<file path="config.mk">
export PLATFORM = sky130hd
export DESIGN_NAME = uart_log_mux
export DESIGN_NICKNAME = d
export VERILOG_FILES = /design/src/rtl/uart_log_mux.sv
export SDC_FILE = /design/constraint.sdc
export NUM_CORES = 1
export LEC_CHECK = 0
export ABC_CLOCK_PERIOD_IN_PS = 2700
export CORE_MARGIN = 10
export CORE_UTILIZATION = 45
export CTS_BUF_LIST = sky130_fd_sc_hd__clkbuf_4 sky130_fd_sc_hd__clkbuf_8
export DETAILED_ROUTE_END_ITERATION = 8
export PLACE_DENSITY_LB_ADDON = 0.3
export SETUP_SLACK_MARGIN = 0.5
export SYNTH_ARGS = -nofsm -noshare
export SYNTH_HDL_FRONTEND = slang
export SYNTH_SLANG_ARGS = --single-unit
</file>
<file path="constraint.sdc">
create_clock -name clk_i -period 2.7 [get_ports clk_i]
set_input_delay 0.27 -clock clk_i [delete_from_list [all_inputs] [get_ports clk_i]]
set_output_delay 0.27 -clock clk_i [all_outputs]
set_load 0.02 [all_outputs]
</file>
<file path="src/rtl/uart_log_mux.sv">
// N-channel byte logger: per-channel FIFOs drained round-robin as hex ASCII lines to one UART tx.
// Define LOG_MUX_TAG_EN to prefix every line with "<channel digit>:".
module uart_log_mux #(
    parameter int NUM_CH   = 2,
    parameter int FIFO_AW  = 3,
    parameter int IDLE_CLK = 20000,
    parameter int LINE_MAX = 16,
    parameter int CNT_BW   = 15
) (
    input  logic                clk_i,
    input  logic                rst_ni,
    input  logic [NUM_CH-1:0]   rx_en_i,
    input  logic [8*NUM_CH-1:0] rx_data_i,
    output logic                tx_en_o,
    output logic [7:0]          tx_data_o,
    input  logic                tx_busy_i,
    output logic [NUM_CH-1:0]   ovf_o,
    input  logic                ovf_clr_i
);

    localparam int DEPTH = 1 << FIFO_AW;
    localparam int CHW   = (NUM_CH > 1) ? $clog2(NUM_CH) : 1;
    localparam logic [7:0]        LINE_LAST = 8'(LINE_MAX);
    localparam logic [CNT_BW-1:0] IDLE_LAST = CNT_BW'(IDLE_CLK - 1);
    localparam logic [CHW-1:0]    CH_LAST   = CHW'(NUM_CH - 1);

    typedef enum logic [3:0] {
        S_IDLE,
`ifdef LOG_MUX_TAG_EN
        S_TAG,
        S_COLON,
`endif
        S_HI,
        S_LO,
        S_SP,
        S_WAITD,
        S_CR,
        S_LF
    } state_e;

    logic [7:0]        mem_q [NUM_CH][DEPTH];
    logic [7:0]        mem_d [NUM_CH][DEPTH];
    logic [FIFO_AW:0]  wr_q [NUM_CH];
    logic [FIFO_AW:0]  wr_d [NUM_CH];
    logic [FIFO_AW:0]  rd_q [NUM_CH];
    logic [FIFO_AW:0]  rd_d [NUM_CH];
    logic [NUM_CH-1:0] empty, full;
    logic [NUM_CH-1:0] ovf_q, ovf_d;

    state_e            state_q, state_d;
    logic [CHW-1:0]    ch_q, ch_d, rr_q, rr_d;
    logic [7:0]        bytes_q, bytes_d;
    logic [CNT_BW-1:0] timer_q, timer_d;
    logic [7:0]        data_q, data_d;
    logic [1:0]        holdoff_q, holdoff_d;
    logic              tx_en_q, tx_en_d;
    logic [7:0]        tx_data_q, tx_data_d;

    logic              pop, emit, can_emit, found, pop_c;
    logic [7:0]        emit_char, head;
    logic [CHW-1:0]    sel, cand;
    int unsigned       idx;

    function automatic logic [7:0] hex_char(input logic [3:0] n);
        return (n < 4'd10) ? (8'h30 + {4'h0, n}) : (8'h37 + {4'h0, n});
    endfunction

    assign head      = mem_q[ch_q][rd_q[ch_q][FIFO_AW-1:0]];
    assign tx_en_o   = tx_en_q;
    assign tx_data_o = tx_data_q;
    assign ovf_o     = ovf_q;

    always_comb begin
        for (int unsigned c = 0; c < NUM_CH; c++) begin
            empty[c] = (wr_q[c] == rd_q[c]);
            full[c]  = (wr_q[c][FIFO_AW] != rd_q[c][FIFO_AW]) &&
                       (wr_q[c][FIFO_AW-1:0] == rd_q[c][FIFO_AW-1:0]);
        end
    end

    // A full FIFO still accepts a push when the locked channel pops it in the same cycle.
    always_comb begin
        mem_d = mem_q;
        wr_d  = wr_q;
        rd_d  = rd_q;
        ovf_d = ovf_clr_i ? '0 : ovf_q;
        pop_c = 1'b0;
        for (int unsigned c = 0; c < NUM_CH; c++) begin
            pop_c = pop && (ch_q == CHW'(c));
            if (pop_c) begin
                rd_d[c] = rd_q[c] + 1'b1;
            end
            if (rx_en_i[c]) begin
                if (!full[c] || pop_c) begin
                    mem_d[c][wr_q[c][FIFO_AW-1:0]] = rx_data_i[8*c +: 8];
                    wr_d[c] = wr_q[c] + 1'b1;
                end else begin
                    ovf_d[c] = 1'b1;
                end
            end
        end
    end

    always_comb begin
        state_d   = state_q;
        ch_d      = ch_q;
        rr_d      = rr_q;
        bytes_d   = bytes_q;
        timer_d   = timer_q;
        data_d    = data_q;
        pop       = 1'b0;
        emit      = 1'b0;
        emit_char = '0;
        found     = 1'b0;
        sel       = rr_q;
        cand      = '0;
        idx       = 0;
        can_emit  = !tx_busy_i && !tx_en_q && (holdoff_q == 2'd0);

        for (int unsigned i = 0; i < NUM_CH; i++) begin
            idx = 32'(rr_q) + i;
            if (idx >= NUM_CH) begin
                idx = idx - NUM_CH;
            end
            cand = CHW'(idx);
            if (!found && !empty[cand]) begin
                found = 1'b1;
                sel   = cand;
            end
        end

        unique case (state_q)
            S_IDLE: begin
                if (found) begin
                    ch_d    = sel;
                    bytes_d = '0;
`ifdef LOG_MUX_TAG_EN
                    state_d = S_TAG;
`else
                    state_d = S_HI;
`endif
                end
            end
`ifdef LOG_MUX_TAG_EN
            S_TAG: if (can_emit) begin
                emit      = 1'b1;
                emit_char = 8'h30 + 8'(ch_q);
                state_d   = S_COLON;
            end
            S_COLON: if (can_emit) begin
                emit      = 1'b1;
                emit_char = 8'h3A;
                state_d   = S_HI;
            end
`endif
            S_HI: if (can_emit) begin
                pop       = 1'b1;
                data_d    = head;
                emit      = 1'b1;
                emit_char = hex_char(head[7:4]);
                state_d   = S_LO;
            end
            S_LO: if (can_emit) begin
                emit      = 1'b1;
                emit_char = hex_char(data_q[3:0]);
                state_d   = S_SP;
            end
            S_SP: if (can_emit) begin
                emit      = 1'b1;
                emit_char = 8'h20;
                bytes_d   = bytes_q + 8'd1;
                timer_d   = '0;
                if (bytes_d == LINE_LAST) begin
                    state_d = S_CR;
                end else if (!empty[ch_q]) begin
                    state_d = S_HI;
                end else begin
                    state_d = S_WAITD;
                end
            end
            S_WAITD: begin
                if (!empty[ch_q]) begin
                    timer_d = '0;
                    state_d = S_HI;
                end else if (timer_q == IDLE_LAST) begin
                    timer_d = '0;
                    state_d = S_CR;
                end else begin
                    timer_d = timer_q + 1'b1;
                end
            end
            S_CR: if (can_emit) begin
                emit      = 1'b1;
                emit_char = 8'h0D;
                state_d   = S_LF;
            end
            S_LF: if (can_emit) begin
                emit      = 1'b1;
                emit_char = 8'h0A;
                rr_d      = (ch_q == CH_LAST) ? '0 : ch_q + 1'b1;
                state_d   = S_IDLE;
            end
            default: state_d = S_IDLE;
        endcase

        tx_en_d   = emit;
        tx_data_d = emit ? emit_char : tx_data_q;
        // Holdoff starts on the tx_en_o cycle, giving the transmitter time to raise busy.
        holdoff_d = tx_en_q ? 2'd2 : ((holdoff_q != 2'd0) ? holdoff_q - 2'd1 : 2'd0);
    end

    always_ff @(posedge clk_i) begin
        mem_q <= mem_d;
    end

    always_ff @(posedge clk_i or negedge rst_ni) begin
        if (!rst_ni) begin
            wr_q      <= '{default: '0};
            rd_q      <= '{default: '0};
            ovf_q     <= '0;
            state_q   <= S_IDLE;
            ch_q      <= '0;
            rr_q      <= '0;
            bytes_q   <= '0;
            timer_q   <= '0;
            data_q    <= '0;
            holdoff_q <= '0;
            tx_en_q   <= 1'b0;
            tx_data_q <= '0;
        end else begin
            wr_q      <= wr_d;
            rd_q      <= rd_d;
            ovf_q     <= ovf_d;
            state_q   <= state_d;
            ch_q      <= ch_d;
            rr_q      <= rr_d;
            bytes_q   <= bytes_d;
            timer_q   <= timer_d;
            data_q    <= data_d;
            holdoff_q <= holdoff_d;
            tx_en_q   <= tx_en_d;
            tx_data_q <= tx_data_d;
        end
    end

endmodule

</file>
======== Word level (Yosys, flattened, before mapping) ========
Cells that the tools add are included.
operators by class
  magnitude comparators ................... 13
  add/subtract/negate cells ............... 15
  reduce and logical (&&, ||, !) cells .... 30
  equality and inequality tests ........... 21
  bitwise logic cells ..................... 5
  muxes and demuxes ....................... 64
operator list
  cell                     count
  $mux W64                 3
  $bwmux W64               2
  $demux W8 S3             2
  $mux W8                  6
  $mux W15                 3
  $mux W4                  10
  $pmux W7 S5              1
  $pmux W15 S2             1
  $add A6 B4 Y7 const A    4
  $mux W7                  4
  $pmux W4 S7              1
  $bmux W8 S3              1
  $mux W1                  20
  $add A4 B1 Y4 const B    4
  $pmux W8 S2              1
  $add A15 B1 Y15 const B  1
  $eq A15 B15 Y1 const B   1
  $mux W3                  5
  $eq A4 B3 Y1 const B     3
  $ge A4 B4 Y1 const B     3
  $ne A2 B2 Y1 const B     6
  $not A3 Y4               3
  $reduce_and A2 Y1        6
  $logic_and A1 B1 Y1      9
  other kinds (29)         48
word-level totals
  bits of input ports ..................... 22
  logic and storage cells ................. 178
  bits in registers ....................... 190

======== Logic depth before layout (Yosys ltp) ========
Gate-level depths: netlist (run 1).
  depth after elaboration ................. 12
  gate-level depth with buffers ........... 11
  depth with buffers taken out ............ 8

======== Least setup slack after synthesis (run 1) ========
Ideal clock, no wire load.
  kind .................................... register to register
  start point ............................. register holdoff_q[1]
  end point ............................... register mem_q[120] (netlist bit), enable pin
  data arrival time ....................... 2.476 ns
  data required time ...................... 2.317 ns
  slack ................................... -0.160 ns
  stages on the path, launching flop included .. 7
  cells stage by stage .................... dfrtp_1 -> or4_4 -> or4b_4 -> nor2_8 -> o21a_4 -> nand2b_1 -> nor3_1
on the way
  cells in the longest elaborated chain, start to end .. 7
ends and longest elaborated chain
  what                         line  source
  start: declaration           55    logic [1:0] holdoff_q, holdoff_d;
  start signal: assignment     240   holdoff_q <= holdoff_d;
  $logic_not A2 Y1             118   can_emit = !tx_busy_i && !tx_en_q && (holdoff_q == 2'd0);
  $logic_and A1 B1 Y1          118
  $mux W1                      156   S_HI: if (can_emit) begin
  $mux W1                      132   unique case (state_q)
  $logic_and A1 B1 Y1          89    pop_c = pop && (ch_q == CHW'(c));
  $logic_or A1 B1 Y1           94    if (!full[c] || pop_c) begin
  $reduce_and A2 Y1 (no line)  --
  end signal: assignment       213   mem_q <= mem_d;
  end: declaration             41    logic [7:0] mem_q [NUM_CH][DEPTH];
Every way passes these cells.
A chain may end at the register's enable or synchronous reset.

======== Worst setup path after layout (run 1) ========
  start point ............................. register holdoff_q[0]
  end point ............................... register mem_q[124] (netlist bit), enable pin
Same word-level chain as after synthesis.

==> run_results.csv, run 1 <==
group,metric,value,unit
worst_setup_path,r2r_end,"mem_q[124]",
sta,whs,0.408,ns
worst_setup_path,cp-end-kind,"register",
grt,grt_pass1_vias,5424,
power_and_ir_drop,power.leakage,0.00387,uW
floorplanning,start_util,45.5,%
layout,final_nets,740,
power_and_ir_drop,power-per-cell-area,1070,nW/um2
clocking,cts_sinks,188,
sta,worst_slew_pin_slew,1.00,ns
floorplanning,core,18600,um2
hold_path,holdPathStages,2,
sta,post-route-min-period,2.52,ns
worst_setup_path,critPathLaunchType,"register",
status,outcome,"completed",
placed_design,gp_congestion,0.913,
synth,ys_warn_count,0,
placed_design,port_buffers,31,
sta,rsz0062_at_grt,"yes",
power_and_ir_drop,power_frac_seq,38.4,%
hold_path,min_to,"ovf_o[1]",
clocking,clkLatencyLatePin,0.46,ns
route,wl,19400,um
layout,drive_gt1_share,28.1,%
floorplanning,die_height,157,um
route,vias,5460,
clocking,cts.path.max_buffers,2,
hold_path,hold_class,"primary input to register",
clocking,cts_tree,"built",
job,max_cap_violations,0,
clocking,root_buffer,"clkbuf_8",
synth,synth_edf_count,128,
power_and_ir_drop,switching_share,38.3,%
grt,grt_pass1_wl,29900,um
grt,grt_max_degree,45,
synth,synth.avg_cell_area,13.5,um2
layout,antenna_cells,0,
sta,finalMaxSlewViolations,0,
sta,setup_violations,0,
worst_setup_path,rr_worst_depth,7,
route,avgRoutedWirePerCell,20.2,um
power_and_ir_drop,power.internal,6870,uW
hold_path,worstHoldStart,"ovf_clr_i",
route,vias_per_cell,5.71,
route,antenna_left,0,
clocking,cts_buffers,17,
route,drc,0,
layout,areaGrowthSynthToFinish,22.7,%
power_and_ir_drop,combPwrFrac,46.0,%
synth,synthesis.nets,656,
sta,fin_skew,0.0129,ns
synth,ys_seq_elements,188,
sta,slew_headroom,33.2,%
sta,clock.fmax,397,MHz
floorplanning,die_width,157,um
synth,ys_types,70,
sta,finalSetupTns,0,ns
floorplanning,std_cell_rows,50,
power_and_ir_drop,ir_drop,392,uV
route,maxUsedRoutingLayer,"met4",
floorplanning,dieArea,24600,um2
worst_setup_path,reg2reg_from,"holdoff_q[0]",
synth,synthCells,626,
worst_setup_path,crit_type,"register to register",
synth,synth-main-ff-cell,"edfxtp_1",
route,wl_met2,9680,um
synth,yosysSeqAreaShare,63.3,%
power_and_ir_drop,power_frac_clock,15.5,%
worst_setup_path,worstPathMaxFanout,8,
route,drt_iter0_drc,312,
placed_design,dp_hpwl,13500,um
floorplanning,io_pins,33,
worst_setup_path,crit_arrival,2.70,ns
grt,grt_usage,15.9,%
route,drt_pass1_iterations,4,
power_and_ir_drop,power.switching,4260,uW
sta,finalCritPeriodShare,93.3,%
sta,hold_viol,0,
route,met3_length,1130,um
grt,antenna_found_initial,0,
grt,grt.overflow.total,0,
clocking,clk_pin_slew,0.10,ns
route,wl_met1,8010,um
clocking,cts_max_level,4,
synth,syn-cell-area,8450,um2
worst_setup_path,r2r_slack,0.18,ns
synth,async_flop_share,31.9,%
worst_setup_path,required,2.89,ns
-- state kept, by name, indices dropped and copies added (netlist names) --
register	count
rr_q	1
ovf_o	2
mem_q	128
timer_q	15
tx_data_o	7
tx_en_o	1
ch_q	1
bytes_q	8
state_q	3
holdoff_q	2
data_q	4
wr_q	8
rd_q	8
-- cell type report --
cell class                      instances  area (um2)
Fill cell                            1452        8220
Sequential cell                       188        5360
Multi-Input combinational cell        392        3340
Timing Repair Buffer                  100         957
Tap cell                              234         293
Clock buffer                           17         234
Clock inverter                         15         129
Inverter                               11        46.3
-- per-stage QoR --
stage	setup WS (ns)	util (%)	cell area, um2	cells	power, uW
3_3_place_gp	-0.102	50.5	9380	896	8190
2_1_floorplan	0.153	-	8590	626	6990
6_report	0.181	55.8	10400	957	11100
5_1_grt	0.135	55.8	10400	957	11700
3_5_place_dp	-0.114	50.5	9380	896	8350
4_1_cts	0.135	53.9	10000	944	10500
-- power by group through the flow --
stage | Clock (uW) | Sequential [uW] | Combinational (uW)
2_1_floorplan | 0 | 4060 | 2920
3_3_place_gp | 0 | 4340 | 3860
3_5_place_dp | 0 | 4370 | 3980
4_1_cts | 1750 | 4250 | 4450
5_1_grt | 1880 | 4350 | 5510
6_report | 1730 | 4270 | 5120
-- worst max-delay path by stage --
| stage | to | from | slack, ns | cells past startpoint |
|---|---|---|---|---|
| after floorplan | mem_q[120] | holdoff_q[1] | 0.15 | 6 |
| after global placement | mem_q[60] | tx_busy_i | -0.10 | 9 |
| after detailed placement | mem_q[121] | tx_busy_i | -0.11 | 8 |
| after CTS | mem_q[118] | holdoff_q[0] | 0.13 | 7 |
| after global routing | mem_q[125] | holdoff_q[0] | 0.13 | 7 |
| final | mem_q[124] | holdoff_q[0] | 0.18 | 7 |
-- per-layer routing --
metal | vias up | GRT usage [%]
li1 | 2536 | -
met1 | 2723 | 19.5
met2 | 164 | 27.1
met3 | 37 | 3.60
met4 | 0 | 5.03
met5 | - | 0
-- cell usage after synthesis (all sizes together) (13+ instances only) --
cell	number	share of area [%]
o22ai	14	1.0
xor2	14	1.5
xnor2	18	1.9
o21ai	23	1.4
clkbuf	17	0.76
nand2	33	1.5
nor2	44	2.2
buf	18	1.4
a211oi	20	1.8
mux2i	54	6.4
a21oi	19	1.1
nand3	13	0.77
edfxtp	128	46
dfrtp	60	18
-- placed cells by master, fill, tap and decap left out, types with 14 or more instances in the layout --
cell type / count
dfrtp_1: 50
nand2_1: 29
xor2_1: 14
nor2_1: 30
edfxtp_1: 128
mux2i_1: 45
clkbuf_8: 17
buf_4: 54
a21oi_1: 16
a211oi_1: 16
o21ai_0: 22
xnor2_1: 18
clkdlybuf4s50_1: 30
-- worst max-delay path, stage by stage (launching register included) --
cell and delay, ns:
dfrtp_1 0.39, or4_4 0.56, or4b_4 0.55, nor2_8 0.11
o21a_4 0.19, nand2b_4 0.12, nor3_4 0.17, buf_12 0.15
-- kinds of logic (layout without fill, tap and decap cells) --
group,count (synthesis),count (layout),synth area share (%)
adders and majority gates,8,8,1.19
AOI/OAI and AO/OA,115,115,9.23
DFF,188,188,63.3
xor gates and xnor gates,32,32,3.32
muxes,66,66,8.80
buffers and inverters,46,143,2.65
and+or+nand+nor,170,170,11.5
other,1,1,0.0444
-- what timing repair did --
action / in CTS / in global routing
hold endpoints to repair: 32 / 0
endpoints found under the setup margin: 163 / 166
pin swaps: 13 / 18
hold buffers: 1 / 0
gates resized for setup: 33 / 47
buffers inserted: 15 / 13
Note: power is estimated with default switching activity, not from simulation.
==> inputs of run 2 (changes only) <==
Settings changed: ABC_CLOCK_PERIOD_IN_PS 2700 to 2300, CAP_MARGIN set to 40, SETUP_SLACK_MARGIN 0.5 to 0.4.
Clock period 2.7 ns to 2.3 ns, I/O delays scaled along.
==> run_results.csv, run 2 (synthesis results as in run 1) <==
group,metric,value,unit
layout,layout_commonest_cell,"edfxtp_1",
clocking,cts_sinks,188,
route,drc,0,
layout,final_cell_mix,"edfxtp_1 (128), buf_4 (77), dfrtp_1 (55)",
worst_setup_path,worstSetupStartpoint,"holdoff_q[1]",
layout,fill_cells,1364,
floorplanning,die_height,157,um
clocking,cts_tree,"built",
route,vias_per_cell,5.63,
floorplanning,std_cell_rows,50,
power_and_ir_drop,ir_drop,571,uV
sta,whs,0.300,ns
placed_design,post_dp_cell_area,9770,um2
layout,areaGrowthSynthToFinish,32.2,%
route,wl,20400,um
clocking,cts_buffers,17,
clocking,clk_pin_slew,0.10,ns
sta,post-route-min-period,2.49,ns
route,antenna_left,0,
layout,largest_reg_flops,128,
worst_setup_path,reg2reg_from,"holdoff_q[1]",
layout,fin_area,11200,um2
worst_setup_path,crit_type,"register to register",
sta,setup_violations,132,
placed_design,port_buffers,31,
layout,antenna_cells,0,
grt,grt_pass1_vias,5782,
route,vias,5626,
floorplanning,die_width,157,um
status,violations,"setup timing",
grt,grt_max_degree,36,
power_and_ir_drop,power.leakage,0.00427,uW
floorplanning,start_util,45.5,%
floorplanning,dieArea,24600,um2
placed_design,place_ws,-0.451,ns
route,drt_iter0_drc,398,
clocking,cts_max_level,4,
floorplanning,io_pins,33,
sta,finalSetupTns,-17.27,ns
status,outcome,"finished with violations",
layout,multiInputGateArea,3710,um2
sta,finalMaxSlewViolations,0,
worst_setup_path,cp-end-kind,"register",
clocking,cts.path.max_buffers,2,
clocking,root_buffer,"clkbuf_8",
sta,hold_viol,0,
layout,drive_gt1_share,36.7,%
placed_design,gp_congestion,0.904,
worst_setup_path,worstPathMaxFanout,8,
grt,grt_usage,16.9,%
layout,register_area,5350,um2
grt,grt_pass1_wl,31900,um
grt,grt.overflow.total,0,
worst_setup_path,crit_arrival,2.68,ns
sta,clock.fmax,402,MHz
layout,largestRegisters,"mem_q x128, timer_q x15",
hold_path,hold_class,"primary input to async pin",
worst_setup_path,critPathLaunchType,"register",
sta,worst_slew_pin_slew,0.622,ns
sta,rsz0062_at_grt,"yes",
grt,antenna_found_initial,0,
power_and_ir_drop,power-per-cell-area,1290,nW/um2
floorplanning,core,18600,um2
sta,fin_skew,0.0115,ns
sta,slew_headroom,58.5,%
layout,top_register,"mem_q",
route,drt_pass1_iterations,4,
sta,fin_ws,-0.189,ns
clocking,clkLatencyLatePin,0.47,ns
placed_design,dp_hpwl,14100,um
sta,finalCritPeriodShare,108,%
layout,final_nets,783,
worst_setup_path,required,2.50,ns
job,max_cap_violations,0,
route,avgRoutedWirePerCell,20.4,um
run 2: cell count changes in the layout (fill, tap and decap cells not counted), sizes merged:
cell,previous run,this run
clkinvlp,1,2
buf,69,112
clkinv,7,4
inv,18,17
bufinv,0,2
run 2: timing repair:
item,in CTS,in global routing
buffers inserted,29,8
setup endpoints to repair,180,183
pin swaps,24,21
gates cloned,0,0
resized for setup,80,64
hold buffers,1,0
hold endpoints to repair,25,0
run 2: through the flow:
stage | util (%) | std cells | power [uW]
2_1_floorplan | - | 626 | 8570
3_3_place_gp | 52.6 | 930 | 10300
3_5_place_dp | 52.6 | 930 | 10500
4_1_cts | 58.1 | 991 | 13800
5_1_grt | 60.1 | 999 | 15100
6_report | 60.1 | 999 | 14400
run 2: report_power, final:
part	leakage [uW]	internal, uW	switching, uW
clock network	0.000201	1000	1260
registers	0.00193	4350	499
logic	0.00214	3590	3680
run 2: area by class of cell:
cell class              instances  share of cell area [%]
clock inverters                14                    1.57
well taps                     234                    2.62
repair buffers                143                    12.2
multi-input cells             392                    33.2
flip-flops and latches        188                    47.9
inverters                      11                   0.415
clock buffers                  17                    2.10
run 2: critical path, stage by stage, from the launching register on:
cell	delay, ns
dfrtp_1	0.39
or4_4	0.56
or4b_4	0.54
nor2_8	0.11
o21a_4	0.20
nand2b_4	0.12
nor3_4	0.13
buf_6	0.15
run 2: routing by layer:
| layer | GRT usage, % | part of all wire [%] |
|---|---|---|
| met1 | 21.6 | 43 |
| met2 | 28.2 | 50 |
| met3 | 3.44 | 4.4 |
| met4 | 5.26 | 2.4 |
| met5 | 0 | 0 |
run 2: path summary, 6_finish.rpt:
check                      cells after the start     endpoint  slack, ns
min in group clk_i                             2     ovf_o[1]       0.36
max reg2reg                                    7   mem_q[127]      -0.19
max                                            7   mem_q[127]      -0.19
min reg2reg                                    1      rd_q[7]       0.49
min                                            2  timer_q[12]       0.30
max in group asynchronous                      3      rd_q[4]       1.39
==> inputs of run 3 (changes only) <==
Settings changed: ABC_CLOCK_PERIOD_IN_PS 2300 to unset.
==> results of run 3 <==
No change in the layout: final DEF, timing and power equal those of run 2.
==> patch (settings of run 2) <==
Put one more register stage on the output `ovf_o`. The value now appears one clock later. The other outputs are not delayed to match.
--- a/src/rtl/uart_log_mux.sv
+++ b/src/rtl/uart_log_mux.sv
@@ -68,7 +68,9 @@
     assign head      = mem_q[ch_q][rd_q[ch_q][FIFO_AW-1:0]];
     assign tx_en_o   = tx_en_q;
     assign tx_data_o = tx_data_q;
-    assign ovf_o     = ovf_q;
+    always_ff @(posedge clk_i) begin
+        ovf_o <= ovf_q;
+    end
 
     always_comb begin
         for (int unsigned c = 0; c < NUM_CH; c++) begin
Behaviour: same outputs for any inputs over 4 cycles, from zero or initial values and one cycle with rst_ni low; that may be too few to reach the edited logic, so the function may still have changed.
==> patch against run 2 <==
The flow still finishes with violations (setup timing); worst setup slack improved by 130 ps; via count rose by 0.87%; sequential share of layout area rose by 1.2 points; routed wire length fell by 2.0%; total power barely moved; largest cell class unchanged; synthesized area rose by 0.24%; sequential cell count rose by 2; critical path type unchanged; critical endpoint is now mem_q[61]; cell area fell by 1.6%.
==> patch: results (changes against run 2) <==
largest net degree at the start of global routing -> 38 (was 36)
met2 Use GR -> 27.90% (was 28.24%)
sequential share of the synthesized area -> 63.61% (was 63.29%)
Worst Setup Slack, final -> -59.39 ps (was -188.5 ps)
routability cong. -> 0.8633 (was 0.9035)
Non-clk bufs -> 139 (was 143)
met3 wire length -> 1122 um (was 893 um)
DP Worst Slack -> -480.0 ps (was -451.3 ps)
Static Leakage -> 0.004107 uW (was 0.004271 uW)
Final setup viols -> 38 (was 132)
status -> complete, but fails checks (unchanged)
fraction of area in multi-input gates -> 31.93% (was 33.20%)
met2 wire length -> 10420 um (was 10190 um)
dpl hpwl -> 13790 um (was 14080 um)
NonClk Buf Share -> 12.18% (was 12.17%)
FF+latch area -> 0.005394 mm^2 (was 0.005351 mm^2)
DIE AREA -> 0.02470 mm^2 (was 0.02465 mm^2)
asr flop ratio synth -> 31.58% (was 31.91%)
non-filler cells in the finished layout -> 1009 (was 999)
fin nets -> 792 (was 783)
first-pass GRT wire length -> 30420 um (was 31910 um)
Fill cells -> 1436 (was 1364)
top cells by area, synth -> edfxtp_1, dfrtp_1, mux2i_1, xnor2_1, nor2_1 (was edfxtp_1, dfrtp_1, mux2i_1, nor2_1, xnor2_1)
met3 Usage GRT -> 4.012% (was 3.439%)
DR vias -> 5675 (was 5626)
failing checks -> setup timing (unchanged)
area of the multi-input gates -> 0.003508 mm^2 (was 0.003707 mm^2)
Max VDD drop -> 0.5238 mV (was 0.5706 mV)
layout cell share with drive strength beyond 1 -> 33.68% (was 36.73%)
[patch: cell count changes after synthesis, moves of 3 or more]
cell,change
xor2_1,-7
nand4b_1,-3
a211o_1,+3
a21oi_1,+3
o21ai_0,+7
nand3_1,+4
nand2_1,+4
clkbuf_1,-5
nor4_2,+3
a21o_1,-4
a22o_1,+4
[patch: cells by family after synthesis]
group / count (synthesis) / synth area share, %
AO/OA/AOI/OAI: 124 / 9.489
XOR/XNOR: 25 / 2.586
adder cells (fa/ha/maj): 9 / 1.301
buffers and inverters: 43 / 2.557
flip-flops: 190 / 63.61
multiplexers: 68 / 9.016
other: 1 / 0.04430
AND/OR/NAND/NOR: 175 / 11.40
[patch: power by group through the flow]
| stage | clock network [uW] | logic, uW | registers, uW |
|---|---|---|---|
| finish | 2240 | 7180 | 4950 |
| global route | 2430 | 7640 | 5030 |
| CTS | 2270 | 6470 | 4910 |
| detailed placement | 0 | 5640 | 4960 |
| global placement | 0 | 5480 | 4930 |
| floorplan | 0 | 3570 | 4860 |
